`src/rtl/button_repeat_debouncer.sv`:
```
// rtl/button_repeat_debouncer.sv - push-button synchronizer, debouncer and hold-to-repeat step generator
`default_nettype none

module button_repeat_debouncer #(
    parameter int unsigned DEBOUNCE_CYCLES = 1_000_000,
    parameter int unsigned REPEAT_DELAY    = 50_000_000,
    parameter int unsigned REPEAT_PERIOD   = 10_000_000,
    parameter int unsigned CNT_W           = 26
) (
    input  logic CLK,
    input  logic RST_N,
    input  logic switch_input,
    output logic pressed,
    output logic trans_up,
    output logic trans_dn,
    output logic step,
    output logic repeating
);

    localparam longint unsigned MAX_A   = (DEBOUNCE_CYCLES > REPEAT_DELAY) ? DEBOUNCE_CYCLES : REPEAT_DELAY;
    localparam longint unsigned MAX_TC  = ((MAX_A > REPEAT_PERIOD) ? MAX_A : REPEAT_PERIOD) - 1;
    localparam longint unsigned CNT_LIM = 64'd1 << CNT_W;

    // Build-time guards: counters must hold their terminal counts, and the pulse outputs
    // can only be guaranteed non-adjacent when every interval is at least two cycles.
    if (MAX_TC >= CNT_LIM) begin : g_cnt_w_check
        $error("CNT_W too small for the configured cycle counts");
    end
    if (DEBOUNCE_CYCLES < 2 || REPEAT_DELAY < 2 || REPEAT_PERIOD < 2) begin : g_interval_check
        $error("DEBOUNCE_CYCLES, REPEAT_DELAY and REPEAT_PERIOD must each be at least 2");
    end

    localparam logic [CNT_W-1:0] DB_TC    = CNT_W'(DEBOUNCE_CYCLES - 1);
    localparam logic [CNT_W-1:0] DELAY_TC = CNT_W'(REPEAT_DELAY - 1);
    localparam logic [CNT_W-1:0] PER_TC   = CNT_W'(REPEAT_PERIOD - 1);

    typedef enum logic [1:0] {
        ST_IDLE   = 2'd0,
        ST_DELAY  = 2'd1,
        ST_REPEAT = 2'd2
    } state_t;

    logic             sync1_q, sync1_d;
    logic             s_in_q, s_in_d;
    logic             pressed_q, pressed_d;
    logic [CNT_W-1:0] db_cnt_q, db_cnt_d;
    logic             trans_up_q, trans_up_d;
    logic             trans_dn_q, trans_dn_d;
    logic             step_q, step_d;
    state_t           state_q, state_d;
    logic [CNT_W-1:0] rp_cnt_q, rp_cnt_d;

    logic accept;
    logic rise;
    logic fall;

    always_comb begin
        sync1_d = switch_input;
        s_in_d  = sync1_q;
    end

    always_comb begin
        db_cnt_d  = '0;
        pressed_d = pressed_q;
        accept    = 1'b0;
        if (s_in_q != pressed_q) begin
            if (db_cnt_q == DB_TC) begin
                pressed_d = ~pressed_q;
                accept    = 1'b1;
            end else begin
                db_cnt_d = db_cnt_q + 1'b1;
            end
        end
        rise       = accept & ~pressed_q;
        fall       = accept & pressed_q;
        trans_up_d = rise;
        trans_dn_d = fall;
    end

    // Release is checked ahead of the state decode so it overrides a coincident repeat tick.
    always_comb begin
        state_d  = state_q;
        rp_cnt_d = rp_cnt_q;
        step_d   = 1'b0;
        if (fall) begin
            state_d  = ST_IDLE;
            rp_cnt_d = '0;
        end else begin
            case (state_q)
                ST_IDLE: begin
                    rp_cnt_d = '0;
                    if (rise) begin
                        state_d = ST_DELAY;
                        step_d  = 1'b1;
                    end
                end
                ST_DELAY: begin
                    if (rp_cnt_q == DELAY_TC) begin
                        state_d  = ST_REPEAT;
                        step_d   = 1'b1;
                        rp_cnt_d = '0;
                    end else begin
                        rp_cnt_d = rp_cnt_q + 1'b1;
                    end
                end
                ST_REPEAT: begin
                    if (rp_cnt_q == PER_TC) begin
                        step_d   = 1'b1;
                        rp_cnt_d = '0;
                    end else begin
                        rp_cnt_d = rp_cnt_q + 1'b1;
                    end
                end
                default: begin
                    state_d  = ST_IDLE;
                    rp_cnt_d = '0;
                end
            endcase
        end
    end

    always_ff @(posedge CLK or negedge RST_N) begin
        if (!RST_N) begin
            sync1_q    <= 1'b0;
            s_in_q     <= 1'b0;
            pressed_q  <= 1'b0;
            db_cnt_q   <= '0;
            trans_up_q <= 1'b0;
            trans_dn_q <= 1'b0;
            step_q     <= 1'b0;
            state_q    <= ST_IDLE;
            rp_cnt_q   <= '0;
        end else begin
            sync1_q    <= sync1_d;
            s_in_q     <= s_in_d;
            pressed_q  <= pressed_d;
            db_cnt_q   <= db_cnt_d;
            trans_up_q <= trans_up_d;
            trans_dn_q <= trans_dn_d;
            step_q     <= step_d;
            state_q    <= state_d;
            rp_cnt_q   <= rp_cnt_d;
        end
    end

    assign pressed   = pressed_q;
    assign trans_up  = trans_up_q;
    assign trans_dn  = trans_dn_q;
    assign step      = step_q;
    assign repeating = (state_q == ST_REPEAT);

endmodule

`default_nettype wire

```
`config.mk`:
```
export PLATFORM = sky130hd
export DESIGN_NAME = button_repeat_debouncer
export DESIGN_NICKNAME = d
export VERILOG_FILES = /design/src/rtl/button_repeat_debouncer.sv
export SDC_FILE = /design/constraint.sdc
export NUM_CORES = 1
export LEC_CHECK = 0
export CAP_MARGIN = 20
export CORE_MARGIN = 10
export CORE_UTILIZATION = 40
export DETAILED_ROUTE_END_ITERATION = 8
export HOLD_SLACK_MARGIN = 0.05
export SLEW_MARGIN = 30
export SYNTH_ARGS = -nofsm -noshare
export SYNTH_HDL_FRONTEND = slang
export SYNTH_SLANG_ARGS = --single-unit
```
`constraint.sdc`:
```
create_clock -name CLK -period 2.5 [get_ports CLK]
set_input_delay 0.625 -clock CLK [delete_from_list [all_inputs] [get_ports CLK]]
set_output_delay 0.625 -clock CLK [all_outputs]
set_load 0.05 [all_outputs]
```
# --- After elaboration in Yosys (flattened, before gate mapping) ---
# Cells that the tools add are included.
totals:
  latch_bits: 0
  regBits: 60
  memories: 0
  ram_bits: 0
  output_inout_bits: 5
  rom_bits: 0
  in_bits: 3
  wordCells: 43
op_classes:
  mul: 0
  n_eq_ne: 9
  div_mod_pow: 0
  order_cmp: 0
  shifts: 0
  add_sub_neg: 2
  n_bitwise: 3
  n_reduce_logical: 3
  n_mux: 17
ops:
  columns: ["operator", "n"]
  rows:
  - ["two-way mux 26 bit", 5]
  - ["adder 26 x 1 -> 26 bit (second input constant)", 2]
  - ["case mux 26 bit (2 select lines)", 1]
  - ["== test 26 x 20 -> 1 bit (second input constant)", 1]
  - ["== test 26 x 24 -> 1 bit (second input constant)", 1]
  - ["== test 26 bit (second input constant)", 1]
  - ["two-way mux 1 bit", 6]
  - ["two-way mux 2 bit", 3]
  - ["inequality test 3 bit (second input constant)", 2]
  - ["case mux 2 bit (3 select lines)", 1]
  - ["case mux 1 bit (3 select lines)", 1]
  - ["AND reduction 3 bit", 1]
  - ["AND 1 bit", 2]
  - ["== test 2 x 1 -> 1 bit (second input constant)", 1]
  - ["== test 2 bit (second input constant)", 1]
  - ["zero test 2 bit", 1]
  - ["inequality test 2 x 1 -> 1 bit (second input constant)", 1]
  - ["AND reduction 2 bit", 1]
  - ["inequality test 1 bit", 1]
  - ["inverter 1 bit", 1]

# --- Depth between registers and ports, before layout ---
logic_depth:
  word_depth: 7
  ltp_mapped: 8
  depth_no_buf: 7

# --- Worst setup path before layout ---
# No wires, ideal clock.
synth_timing:
  path_type: "register -> register"
  start: "register db_cnt_q[0]"
  end: "register rp_cnt_q[11]"
  arrival_ns: 1.859
  required_time_ns: 2.381
  path_buffers: 1
  stages_incl_launch_ff: 8
  setup_ns: 0.119
  path_slack_ns: 0.522
  path_cell_list: "dfrtp_1 -> ha_1 -> and4_1 -> nand2_1 -> or4_1 -> o211ai_2 -> buf_6 -> nor2_1"
synth_via:
  elab_chain_len: 5
synth_rtl:
  columns: ["item", "line_no", "source"]
  rows:
  - ["start, declared", "46", "logic [CNT_W-1:0] db_cnt_q, db_cnt_d;"]
  - ["start signal, assigned", "137", "db_cnt_q <= db_cnt_d;"]
  - ["== test 26 x 20 -> 1 bit", "67", "if (db_cnt_q == DB_TC) begin"]
  - ["two-way mux 1 bit", "67", null]
  - ["two-way mux 1 bit", "66", "if (s_in_q != pressed_q) begin"]
  - ["AND 1 bit", "75", "fall = accept & pressed_q;"]
  - ["two-way mux 26 bit", "85", "if (fall) begin"]
  - ["via rp_cnt_d[11]", "51", "logic [CNT_W-1:0] rp_cnt_q, rp_cnt_d;"]
  - ["end signal, assigned", "142", "rp_cnt_q <= rp_cnt_d;"]
  - ["end, declared", "51", null]
# The timed path passes the listed nets, and every way through them passes these cells.
# A chain may end at the register's enable or synchronous reset.

# --- Worst setup path after layout ---
# Same ends and word-level chain as after synthesis.

==> flow_metrics.env <==
export IMPL_yosys_warnings=0
export IMPL_slew_headroom_pct=57.3
export IMPL_finish_net_count=340
export IMPL_report_final_slew_viol_count=0
export IMPL_post_cts_buffers=0
export IMPL_synth_edff_count=0
export IMPL_ys_types=38
export IMPL_port_buffers=7
export IMPL_num_antenna_cells=0
export IMPL_syn_avg_cell_area_um2=9.83
export IMPL_grt_pass1_wl_um=10500
export IMPL_p_seq_share_pct=48.1
export IMPL_p_clk_share_pct=49.8
export IMPL_cts_tree="done"
export IMPL_dieArea_um2=11600
export IMPL_ys_seq_area_share_pct=48.8
export IMPL_first_global_vias=2255
export IMPL_wl_per_cell_um=13.5
export IMPL_skew_ps=12.1
export IMPL_ctsResizeCount=0
export IMPL_path_cells="ha_1, and4_1, nand2_1, or4_1, o211ai_2, buf_12, nor2_1"
export IMPL_crit_slowest_cell="or4_1"
export IMPL_rows=31
export IMPL_holdWs_ps=270
export IMPL_fin_crit_ps=2170
export IMPL_synth_top_cell_area_share_pct=48.8
export IMPL_syn_to_final_growth_pct=14.4
export IMPL_coreArea_um2=7370
export IMPL_worst_ir_drop_vdd_mv=0.207
export IMPL_synthTopCellsByArea="dfrtp_1 49%, xor2_1 6.8%, nor2_1 6.6%"
export IMPL_async_reset_ff_share_pct=100
export IMPL_clk_pin_slew_ps=70
export IMPL_overflow=0
export IMPL_clock_sinks=60
export IMPL_antenna_left=0
export IMPL_drt_pass1_iter_count=4
export IMPL_crit_required_ps=2710
export IMPL_setup_tns_ps=0
export IMPL_p_leak_nw=1.41
export IMPL_cts_hold_buf=0
export IMPL_die_h_um=108
export IMPL_gp_congestion=0.793
export IMPL_maxCapViolCount=0
export IMPL_viasPerCell=5.24
export IMPL_fp_dieW_um=108
export IMPL_power_mw=2.04
export IMPL_pwr_share_comb_pct=2.1
export IMPL_layout_drive_gt1_share_pct=9.58
export IMPL_grt_max_degree=40
export IMPL_finalHoldViolCount=0
export IMPL_fin_crit_sh_pct=86.7
export IMPL_p_sw_share_pct=20.0
export IMPL_clockRootBuffer="clkbuf_8"
export IMPL_worstMarginPinSlew_ps=635
export IMPL_endpoint_kind="register"
export IMPL_cellInternalPower_mw=1.63
export IMPL_rsz0062_at_grt="false"
export IMPL_yosys_top_cells_count="60 x dfrtp_1, 54 x nor2_1, 24 x xor2_1, 20 x xnor2_1, 19 x nand2_1"
export IMPL_p_per_area_nw_per_um2=580
export IMPL_synth_nets=324
export IMPL_start_kind="register"
export IMPL_ios=8
export IMPL_slowest_delay_ps=550
export IMPL_h_tree_depth=3
export IMPL_drt_total_wl_um=5870
export IMPL_vias=2270
export IMPL_synthFlopType="dfrtp_1"
export IMPL_drtIter0Drc=140
export IMPL_cp_arrival_ps=2370
export IMPL_yosysTopAreaCell="dfrtp_1"
export IMPL_worstSetupPathType="reg -> reg"
export IMPL_floorplan_initialDensity_pct=41.7
export IMPL_grt_use_total_pct=11.0
export IMPL_clockBufferDepth=2
export IMPL_cp_max_fo=26
export IMPL_synthCells=313
export IMPL_status="finished clean"
export IMPL_clkLatencyLatePin_ps=330
export IMPL_utilization_pct=47.7
export IMPL_hp_class="in -> async"
export IMPL_drc=0
export IMPL_switchingPower_uw=409
export IMPL_hpwlAfterDp_um=4030
export IMPL_yosys_register_bits=60
export IMPL_antenna_found_initial=0
export IMPL_yosysMostFrequentCell="dfrtp_1"
export IMPL_finalSetupViolations=0
export IMPL_cts_buffers=9
export IMPL_syn_area_um2=3080
export IMPL_fmax_ghz=0.461
-- kinds of logic (layout without fill, tap and decap cells) --
logic type | count (synthesis) | after routing | synth area share, %
compound gates | 20 | 20 | 4.55
xor+xnor | 44 | 44 | 12.5
fa+ha+maj | 8 | 8 | 3.25
buf+inv | 19 | 40 | 2.89
flops | 60 | 60 | 48.8
mux | 1 | 1 | 0.366
simple gates | 161 | 161 | 27.6
-- final timing paths --
| check | start | endpoint | slack, ps | cells past startpoint |
|---|---|---|---|---|
| max in group asynchronous | RST_N | db_cnt_q[23] | 1630 | 2 |
| worst min register to register | s_in_d | s_in_q | 350 | 0 |
| worst min-delay path | RST_N | rp_cnt_q[2] | 270 | 1 |
| min in group CLK | s_in_d | s_in_q | 350 | 0 |
| worst max-delay path | db_cnt_q[0] | rp_cnt_q[11] | 330 | 7 |
| worst max register to register | db_cnt_q[0] | rp_cnt_q[11] | 330 | 7 |
-- placed cells by master (no fill, tap or decap), types with 8 or more instances in the layout --
cell type,instances
ha_1,8
xnor2_1,20
nor3_1,12
clkbuf_8,12
inv_1,12
nor2_1,54
dfrtp_1,60
nand4_1,17
xor2_1,24
and3_1,8
nand3_1,18
nand2_1,19
-- critical path, delay by kind of cell, from the launching register on --
kind                       cells  cell delay (ps)
AOI/OAI and AO/OA              1              110
buffers and inverters          1              200
and+or+nand+nor                4             1060
DFF                            1              420
adders and majority gates      1              250
-- routing by layer --
layer	vias to the layer above	wire (um)	track usage [%]
met5	-	0	0
met4	0	109	5.73
met3	9	218	2.22
met2	30	2590	16.3
met1	1114	2950	14.8
li1	1117	-	-
-- stage by stage --
step           std cells  worst slack, ps  instance area (um2)
2_1_floorplan        313              522                 3080
3_3_place_gp         417              415                 3280
3_5_place_dp         417              344                 3280
4_1_cts              433              305                 3520
5_1_grt              433              162                 3520
6_report             433              332                 3520
-- power groups by stage --
stage	logic, mW	registers, mW	clock network (mW)
after floorplan	0.0142	0.999	0
after global placement	0.0445	1.00	0
after detailed placement	0.0443	1.00	0
after CTS	0.0445	0.982	1.04
after global routing	0.0494	0.982	1.08
final	0.0422	0.982	1.02
-- layout make-up --
cell class / count / area [um2]
sequential: 60 / 1500
fill: 708 / 3850
tap: 99 / 124
clock inverter: 3 / 67.6
clock buffer: 13 / 169
timing repair buffer: 12 / 125
inverter: 12 / 45.0
multi-input combinational: 234 / 1490
-- flip-flops by register name (all words and copies together) (netlist names) --
register / cells
db_cnt_q: 26
step: 1
s_in_d: 1
s_in_q: 1
trans_dn: 1
state_q: 2
pressed: 1
rp_cnt_q: 26
trans_up: 1
Note: power is estimated with default switching activity, not from simulation.
